==> src/rtl/sample_rle_pkg.sv <==
// sample_rle_pkg
//   Shared constants, FSM state type and FIFO word builders for the
//   sample_rle capture front end.
//   Contents:
//     TAG_BIT, SAMPLE_W, RUN_W, WCOUNT_W, WORD_W  - word/field widths
//     STAT_*                                      - status-word field offsets
//     state_t                                     - encoder FSM states
//     data_word()/run_word()                      - FIFO word formatting
package sample_rle_pkg;

    localparam int unsigned TAG_BIT  = 15;
    localparam int unsigned SAMPLE_W = 15;
    localparam int unsigned RUN_W    = 15;
    localparam int unsigned WCOUNT_W = 24;
    localparam int unsigned WORD_W   = TAG_BIT + 1;
    localparam int unsigned STAT_W   = 32;

    // Status word: {overflow, running, 6'b0, wcount[23:0]}
    localparam int unsigned STAT_OVF_BIT    = 31;
    localparam int unsigned STAT_RUN_BIT    = 30;
    localparam int unsigned STAT_WCOUNT_LSB = 0;

    typedef enum logic [2:0] {
        ST_IDLE,
        ST_WAIT_FIRST,
        ST_CAPTURE,
        ST_PEND_DATA,
        ST_FLUSH
    } state_t;

    // Data word: tag clear, raw sample below it.
    function automatic logic [WORD_W-1:0] data_word(input logic [SAMPLE_W-1:0] sample);
        logic [WORD_W-1:0] w;
        w                 = '0;
        w[SAMPLE_W-1:0]   = sample;
        return w;
    endfunction

    // Run word: tag set, repeat count of the previous data word below it.
    function automatic logic [WORD_W-1:0] run_word(input logic [RUN_W-1:0] n);
        logic [WORD_W-1:0] w;
        w              = '0;
        w[TAG_BIT]     = 1'b1;
        w[RUN_W-1:0]   = n;
        return w;
    endfunction

endpackage

==> src/rtl/sample_rle.sv <==
// sample_rle
//   Capture-side front end of the sample path. Registers 15-bit logic
//   analyser samples and writes 16-bit words into the SDRAM write FIFO.
//   With SAMPLE_RLE_EN defined, repeated samples are run-length encoded
//   (data word {0,sample}, run word {1,n}); with it undefined, every
//   accepted sample is written as a data word.
//   Build option: `define SAMPLE_RLE_EN to enable run-length encoding.
//
//   Parameters:
//     RUN_MAX   longest run carried by one run word (1..32767)
//   Ports:
//     clk, rst_n        clock, asynchronous active-low reset
//     s_valid, s_data   sample strobe (never on consecutive cycles) / value
//     f_we, f_data      FIFO write strobe / word (registered)
//     f_full            FIFO full; a word due while full is dropped
//     avalid, awe       register access strobe / write qualifier
//     aaddr             register select (address bit 2); 0 = control
//     adata             write data; bit 0 is the capture enable
//     bvalid            access acknowledge, avalid delayed one cycle
//     bdata             status {overflow, running, 6'b0, wcount[23:0]}
module sample_rle
    import sample_rle_pkg::*;
#(
    parameter int unsigned RUN_MAX = 32767
) (
    input  logic                clk,
    input  logic                rst_n,
    input  logic                s_valid,
    input  logic [SAMPLE_W-1:0] s_data,
    output logic                f_we,
    output logic [WORD_W-1:0]   f_data,
    input  logic                f_full,
    input  logic                avalid,
    input  logic                awe,
    input  logic                aaddr,
    input  logic [31:0]         adata,
    output logic                bvalid,
    output logic [STAT_W-1:0]   bdata
);

    state_t                r_state;
    state_t                w_state_nxt;
    logic                  r_f_we;
    logic [WORD_W-1:0]     r_f_data;
    logic [WCOUNT_W-1:0]   r_wcount;
    logic                  r_overflow;
    logic                  r_bvalid;
    logic [STAT_W-1:0]     r_bdata;

    logic                  w_wr_ctl;
    logic                  w_en_req;
    logic                  w_dis_req;
    logic                  w_emit;
    logic                  w_we;
    logic                  w_ovf_set;
    logic                  w_clear;
    logic [WORD_W-1:0]     w_word;
    logic [STAT_W-1:0]     w_status;
    logic                  w_unused;

    assign w_wr_ctl  = avalid && awe && (aaddr == 1'b0);
    assign w_en_req  = w_wr_ctl && adata[0];
    assign w_dis_req = w_wr_ctl && !adata[0];

    // A word is only written when the FIFO can take it.
    assign w_we = w_emit && !f_full;

`ifdef SAMPLE_RLE_EN
    localparam logic [RUN_W-1:0] LP_RUN_MAX = RUN_W'(RUN_MAX);

    logic [SAMPLE_W-1:0]   r_last;
    logic [SAMPLE_W-1:0]   w_last_nxt;
    logic [RUN_W-1:0]      r_run;
    logic [RUN_W-1:0]      w_run_nxt;
    logic [RUN_W-1:0]      w_run_inc;
    logic                  r_stop_pend;
    logic                  w_stop_pend_nxt;
    logic                  w_dis_eff;

    assign w_run_inc = r_run + RUN_W'(1);
    assign w_unused  = ^adata[31:1];

    // Two passes: the sample (or pending word) is handled first, then a
    // control write is applied to whatever state that produced. A disable
    // landing on PEND_DATA is parked in r_stop_pend and replayed once the
    // queued data word is out.
    always_comb begin
        w_state_nxt     = r_state;
        w_emit          = 1'b0;
        w_word          = '0;
        w_ovf_set       = 1'b0;
        w_clear         = 1'b0;
        w_last_nxt      = r_last;
        w_run_nxt       = r_run;
        w_stop_pend_nxt = 1'b0;
        w_dis_eff       = w_dis_req || ((r_state == ST_PEND_DATA) && r_stop_pend);

        case (r_state)
            ST_WAIT_FIRST: begin
                if (s_valid) begin
                    w_emit      = 1'b1;
                    w_word      = data_word(s_data);
                    w_last_nxt  = s_data;
                    w_run_nxt   = '0;
                    w_state_nxt = ST_CAPTURE;
                end
            end
            ST_CAPTURE: begin
                if (s_valid) begin
                    if (s_data == r_last) begin
                        if (w_run_inc == LP_RUN_MAX) begin
                            w_emit    = 1'b1;
                            w_word    = run_word(LP_RUN_MAX);
                            w_run_nxt = '0;
                        end else begin
                            w_run_nxt = w_run_inc;
                        end
                    end else if (r_run == '0) begin
                        w_emit     = 1'b1;
                        w_word     = data_word(s_data);
                        w_last_nxt = s_data;
                    end else begin
                        w_emit      = 1'b1;
                        w_word      = run_word(r_run);
                        w_run_nxt   = '0;
                        w_last_nxt  = s_data;
                        w_state_nxt = ST_PEND_DATA;
                    end
                end
            end
            ST_PEND_DATA: begin
                w_emit      = 1'b1;
                w_word      = data_word(r_last);
                w_state_nxt = ST_CAPTURE;
            end
            ST_FLUSH: begin
                w_emit      = 1'b1;
                w_word      = run_word(r_run);
                w_run_nxt   = '0;
                w_state_nxt = ST_IDLE;
            end
            default: ;
        endcase

        // Dropped word: the stream is no longer decodable, so stop.
        if (w_emit && f_full) begin
            w_ovf_set   = 1'b1;
            w_run_nxt   = '0;
            w_state_nxt = ST_IDLE;
        end

        case (w_state_nxt)
            ST_IDLE: begin
                if (w_en_req) begin
                    w_clear     = 1'b1;
                    w_state_nxt = ST_WAIT_FIRST;
                end
            end
            ST_WAIT_FIRST: begin
                if (w_dis_eff) begin
                    w_state_nxt = ST_IDLE;
                end
            end
            ST_CAPTURE: begin
                if (w_dis_eff) begin
                    w_state_nxt = (w_run_nxt != '0) ? ST_FLUSH : ST_IDLE;
                end
            end
            ST_PEND_DATA: begin
                if (w_dis_eff) begin
                    w_stop_pend_nxt = 1'b1;
                end
            end
            default: ;
        endcase
    end

    always_ff @(posedge clk or negedge rst_n) begin
        if (!rst_n) begin
            r_last      <= '0;
            r_run       <= '0;
            r_stop_pend <= 1'b0;
        end else begin
            r_last      <= w_last_nxt;
            r_run       <= w_run_nxt;
            r_stop_pend <= w_stop_pend_nxt;
        end
    end
`else
    // RUN_MAX has no effect without run-length encoding.
    assign w_unused = ^{adata[31:1], (RUN_MAX != 0)};

    always_comb begin
        w_state_nxt = r_state;
        w_emit      = 1'b0;
        w_word      = '0;
        w_ovf_set   = 1'b0;
        w_clear     = 1'b0;

        case (r_state)
            ST_WAIT_FIRST, ST_CAPTURE: begin
                if (s_valid) begin
                    w_emit      = 1'b1;
                    w_word      = data_word(s_data);
                    w_state_nxt = ST_CAPTURE;
                end
            end
            ST_IDLE: ;
            default: w_state_nxt = ST_IDLE;
        endcase

        if (w_emit && f_full) begin
            w_ovf_set   = 1'b1;
            w_state_nxt = ST_IDLE;
        end

        case (w_state_nxt)
            ST_IDLE: begin
                if (w_en_req) begin
                    w_clear     = 1'b1;
                    w_state_nxt = ST_WAIT_FIRST;
                end
            end
            ST_WAIT_FIRST, ST_CAPTURE: begin
                if (w_dis_req) begin
                    w_state_nxt = ST_IDLE;
                end
            end
            default: ;
        endcase
    end
`endif

    always_comb begin
        w_status                                  = '0;
        w_status[STAT_OVF_BIT]                    = r_overflow;
        w_status[STAT_RUN_BIT]                    = (r_state != ST_IDLE);
        w_status[STAT_WCOUNT_LSB +: WCOUNT_W]     = r_wcount;
    end

    always_ff @(posedge clk or negedge rst_n) begin
        if (!rst_n) begin
            r_state    <= ST_IDLE;
            r_f_we     <= 1'b0;
            r_f_data   <= '0;
            r_wcount   <= '0;
            r_overflow <= 1'b0;
            r_bvalid   <= 1'b0;
            r_bdata    <= '0;
        end else begin
            r_state  <= w_state_nxt;
            r_f_we   <= w_we;
            if (w_we) begin
                r_f_data <= w_word;
            end
            // Enable clears the counters even if a word lands the same cycle.
            if (w_clear) begin
                r_wcount   <= '0;
                r_overflow <= 1'b0;
            end else begin
                if (w_we) begin
                    r_wcount <= r_wcount + WCOUNT_W'(1);
                end
                if (w_ovf_set) begin
                    r_overflow <= 1'b1;
                end
            end
            r_bvalid <= avalid;
            r_bdata  <= w_status;
        end
    end

    assign f_we   = r_f_we;
    assign f_data = r_f_data;
    assign bvalid = r_bvalid;
    assign bdata  = r_bdata;

endmodule

==> config.mk <==
export PLATFORM = sky130hd
export DESIGN_NAME = sample_rle
export DESIGN_NICKNAME = d
export VERILOG_FILES = /design/src/rtl/sample_rle_pkg.sv /design/src/rtl/sample_rle.sv
export SDC_FILE = /design/constraint.sdc
export NUM_CORES = 1
export LEC_CHECK = 0
export BUFFER_PORTS_ARGS = -buffer_cell sky130_fd_sc_hd__clkbuf_2
export CAP_MARGIN = 20
export CORE_UTILIZATION = 54
export CTS_BUF_LIST = sky130_fd_sc_hd__clkbuf_8
export CTS_CLUSTER_DIAMETER = 30
export DETAILED_ROUTE_END_ITERATION = 8
export GPL_ROUTABILITY_DRIVEN = 0
export PLACE_DENSITY = 0.83
export SKIP_LAST_GASP = 1
export SLEW_MARGIN = 10
export SYNTH_ARGS = -nofsm -noshare
export SYNTH_HDL_FRONTEND = slang
export SYNTH_SLANG_ARGS = --single-unit
export TNS_END_PERCENT = 20
==> constraint.sdc <==
create_clock -name clk -period 4.5 [get_ports clk]
set_input_delay 0.9 -clock clk [delete_from_list [all_inputs] [get_ports clk]]
set_output_delay 0.9 -clock clk [all_outputs]
set_load 0.01 [all_outputs]
==> insert_results.sql <==
INSERT INTO impl_metrics (metric_group, metric, value, unit) VALUES
('timing', 'final.setup_skew', '0.00711', 'ns'),
('timing', 'setup_tns', '0', 'ns'),
('layout', 'finished_layout_cell_area', '0.00333', 'mm²'),
('critical_path', 'critPathCaptureType', 'register', ''),
('die', 'die_height', '73.9', 'µm'),
('cts', 'cts.clk_slew.worst_paths', '0.07', 'ns'),
('die', 'initial_utilization', '0.576', ''),
('hold_path', 'hold-path-cell-count', '0', ''),
('pwr', 'comb_power_share', '0.118', ''),
('timing', 'timing_max_transition_violations_final', '0', ''),
('global_route', 'grt_first_pass_wirelength', '8.83', 'mm'),
('logic_synthesis', 'post_synth_instance_area', '0.00279', 'mm²'),
('timing', 'rsz0062_at_grt', 'false', ''),
('die', 'floorplan.io_pins', '104', ''),
('pwr', 'internal_power', '1000', 'µW'),
('pwr', 'power_spent_charging_and_discharging_nets', '342', 'µW'),
('logic_synthesis', 'synthCells', '258', ''),
('critical_path', 'reg2reg_setup_slack', '2.18', 'ns'),
('timing', 'finalSetupViolations', '0', ''),
('global_route', 'grt_pass1_vias', '1908', ''),
('route', 'drt_pass1_iterations', '4', ''),
('critical_path', 'slowest_stage', 'sky130_fd_sc_hd__or4_1', ''),
('pwr', 'p_seq_frac', '0.546', ''),
('logic_synthesis', 'synth_cell_types', '31', ''),
('cts', 'cts_sink_cnt', '71', ''),
('logic_synthesis', 'netlist_top_cells_area', 'sky130_fd_sc_hd__dfrtp_1, sky130_fd_sc_hd__nand2_1, sky130_fd_sc_hd__a21oi_1', ''),
('route', 'detailroute.via_count', '2133', ''),
('route', 'antenna_left', '0', ''),
('timing', 'period_share', '0.579', ''),
('cts', 'cts-htree-levels', '3', ''),
('critical_path', 'crit_path_cell_trace', 'clkbuf_2 > nor4bb_1 > nand4_1 > or4_1 > a21oi_1', ''),
('pwr', 'p_clk_frac', '0.335', ''),
('logic_synthesis', 'synth-seq-cells', '71', ''),
('layout', 'layout.nets', '383', ''),
('timing', 'hold_viol', '0', ''),
('pwr', 'sw_frac_of_total', '0.254', ''),
('hold_path', 'min_to', 'bdata[31]$_DFF_PN0_', ''),
('pwr', 'irDropWorstVdd', '258', 'µV'),
('timing', 'maxSlewHeadroom', '0.410', ''),
('critical_path', 'worst_ep_arrival_time', '2.86', 'ns'),
('critical_path', 'worst-setup-path-type', 'input pin to register', ''),
('die', 'fp-row-count', '25', ''),
('logic_synthesis', 'syn_avg_cell_area', '10.8', 'µm²'),
('cts', 'clk_path_buf_depth', '2', ''),
('pwr', 'total_leakage_power', '0.00168', 'µW'),
('die', 'core_area', '0.00485', 'mm²'),
('cts', 'cts.repair.resized', '0', ''),
('timing', 'final_critical_path_setup_slack', '1.90', 'ns'),
('cts', 'post_cts.repair.setup_buffers', '0', ''),
('cts', 'worst_skew_pair.late_latency', '0.34', 'ns'),
('hold_path', 'hp-start', 'r_overflow$_DFFE_PN0P_', ''),
('die', 'die_w', '73.9', 'µm'),
('global_route', 'globalRoute.totalOverflow', '0', ''),
('critical_path', 'critical_path.startpoint_type', 'input pin', ''),
('route', 'drt-initial-drc-count', '82', ''),
('route', 'via_per_inst', '5.37', ''),
('outcome', 'outcome', 'completed', ''),
('route', 'route.final.wire_length', '5.44', 'mm'),
('timing', 'max_clock_freq', '384', 'MHz'),
('logic_synthesis', 'seq_total_area_yosys', '0.636', ''),
('critical_path', 'critical_path_depth', '5', ''),
('critical_path', 'rr_worst_depth', '4', ''),
('route', 'wl_per_instance', '13.7', 'µm'),
('place', 'placed_cell_area', '0.00317', 'mm²'),
('flow_run', 'max-cap-violations', '0', ''),
('logic_synthesis', 'synth_largest_area_cell', 'sky130_fd_sc_hd__dfrtp_1', ''),
('cts', 'clock-root-buffer', 'sky130_fd_sc_hd__clkbuf_8', ''),
('cts', 'number_of_hold_buffers_added_after_cts', '0', ''),
('global_route', 'grt_antenna_before_repair', '0', ''),
('global_route', 'grt_start_max_net_pins', '43', ''),
('global_route', 'gr-usage-all-layers', '0.223', '');
## worst register-to-register path, delay by kind of cell (launching register included)
family	cells	cell delay, ns
compound gates	1	0.16
simple gates	3	1.67
flops	1	0.41
## layer usage
metal,track usage,wire length [µm],vias up
met5,0,0,-
met4,0.103,101,0
met3,0.0741,233,9
met2,0.368,2810,62
met1,0.265,2300,1032
li1,-,-,1030
## state kept, by name (all words and copies together) (netlist names)
register	flops
bvalid	1
bdata	26
r_state	3
r_wcount	24
r_overflow	1
f_data	15
f_we	1
## power by group through the flow
stage	logic, µW	registers [µW]	clock network (µW)
5_1_grt	180	744	483
4_1_cts	162	736	460
3_3_place_gp	155	744	0
2_1_floorplan	56.4	765	0
3_5_place_dp	162	745	0
6_report	159	735	451
## how the worst max path moves through the flow
stage            from                        to  slack (ns)
6_report       f_full  r_wcount[22]$_DFFE_PN0P_        1.90
5_1_grt        f_full  r_wcount[20]$_DFFE_PN0P_        1.82
4_1_cts        f_full  r_wcount[22]$_DFFE_PN0P_        1.93
3_5_place_dp   f_full  r_wcount[20]$_DFFE_PN0P_        1.60
3_3_place_gp   f_full  r_wcount[20]$_DFFE_PN0P_        1.70
2_1_floorplan  f_full  r_wcount[13]$_DFFE_PN0P_        2.27
## metrics by stage
| stage | total power [µW] | std cells | util |
|---|---|---|---|
| floorplan | 822 | 265 | - |
| global placement | 900 | 384 | 0.653 |
| detailed placement | 908 | 384 | 0.653 |
| CTS | 1360 | 397 | 0.687 |
| global route | 1410 | 397 | 0.687 |
| finish | 1350 | 397 | 0.687 |
## cells by family (layout without fill, tap and decap cells)
kind of cell	after synthesis	after routing	share of synthesized area
DFF	71	71	0.636
adders and majority gates	1	1	0.00448
AOI/OAI and AO/OA	42	42	0.0874
other	1	8	0.00134
and+or+nand+nor	118	118	0.216
xor gates and xnor gates	6	6	0.0188
buffers and inverters	19	84	0.0358
## final cells by class
type / count / area [µm²]
inverter: 4 / 15.0
tap: 67 / 83.8
clock buffer: 9 / 124
timing repair buffer: 67 / 340
fill: 386 / 1520
clock inverter: 4 / 42.5
sequential: 71 / 1780
multi-input combinational: 175 / 951
## Yosys cell counts
cell / n
sky130_fd_sc_hd__and4_1: 3
sky130_fd_sc_hd__nor4_1: 2
sky130_fd_sc_hd__ha_1: 1
sky130_fd_sc_hd__or4b_2: 1
sky130_fd_sc_hd__nand2b_1: 1
sky130_fd_sc_hd__nor2_1: 6
sky130_fd_sc_hd__conb_1: 1
sky130_fd_sc_hd__and2_1: 1
sky130_fd_sc_hd__xor2_1: 1
sky130_fd_sc_hd__or3_1: 11
sky130_fd_sc_hd__buf_4: 7
sky130_fd_sc_hd__nor4bb_1: 1
sky130_fd_sc_hd__o31ai_1: 11
sky130_fd_sc_hd__dfrtp_1: 71
sky130_fd_sc_hd__xnor2_1: 5
sky130_fd_sc_hd__o21ai_0: 8
sky130_fd_sc_hd__nand4_1: 6
sky130_fd_sc_hd__nor2b_1: 2
sky130_fd_sc_hd__buf_2: 2
sky130_fd_sc_hd__nor4_2: 1
sky130_fd_sc_hd__nand3_1: 9
sky130_fd_sc_hd__o2111a_1: 1
sky130_fd_sc_hd__nand2_1: 58
sky130_fd_sc_hd__or4_1: 11
sky130_fd_sc_hd__and3_1: 3
sky130_fd_sc_hd__inv_2: 1
sky130_fd_sc_hd__clkbuf_1: 6
sky130_fd_sc_hd__a21oi_1: 22
sky130_fd_sc_hd__nor3_1: 1
sky130_fd_sc_hd__inv_1: 3
sky130_fd_sc_hd__nor4b_1: 1
## cell usage in the layout, fill, tap and decap left out, types with 2 or more instances in the layout
cell,Yosys,layout
sky130_fd_sc_hd__a21oi_1,22,22
sky130_fd_sc_hd__and3_1,3,3
sky130_fd_sc_hd__and4_1,3,3
sky130_fd_sc_hd__buf_4,7,2
sky130_fd_sc_hd__clkbuf_2,0,64
sky130_fd_sc_hd__clkbuf_8,0,9
sky130_fd_sc_hd__conb_1,1,8
sky130_fd_sc_hd__dfrtp_1,71,71
sky130_fd_sc_hd__inv_1,3,5
sky130_fd_sc_hd__nand2_1,58,58
sky130_fd_sc_hd__nand3_1,9,9
sky130_fd_sc_hd__nand4_1,6,6
sky130_fd_sc_hd__nor2_1,6,6
sky130_fd_sc_hd__nor2b_1,2,2
sky130_fd_sc_hd__nor4_1,2,2
sky130_fd_sc_hd__o21ai_0,8,8
sky130_fd_sc_hd__o31ai_1,11,11
sky130_fd_sc_hd__or3_1,11,11
sky130_fd_sc_hd__or4_1,11,11
sky130_fd_sc_hd__xnor2_1,5,5
No activity file was read; power rests on OpenSTA's default activity.
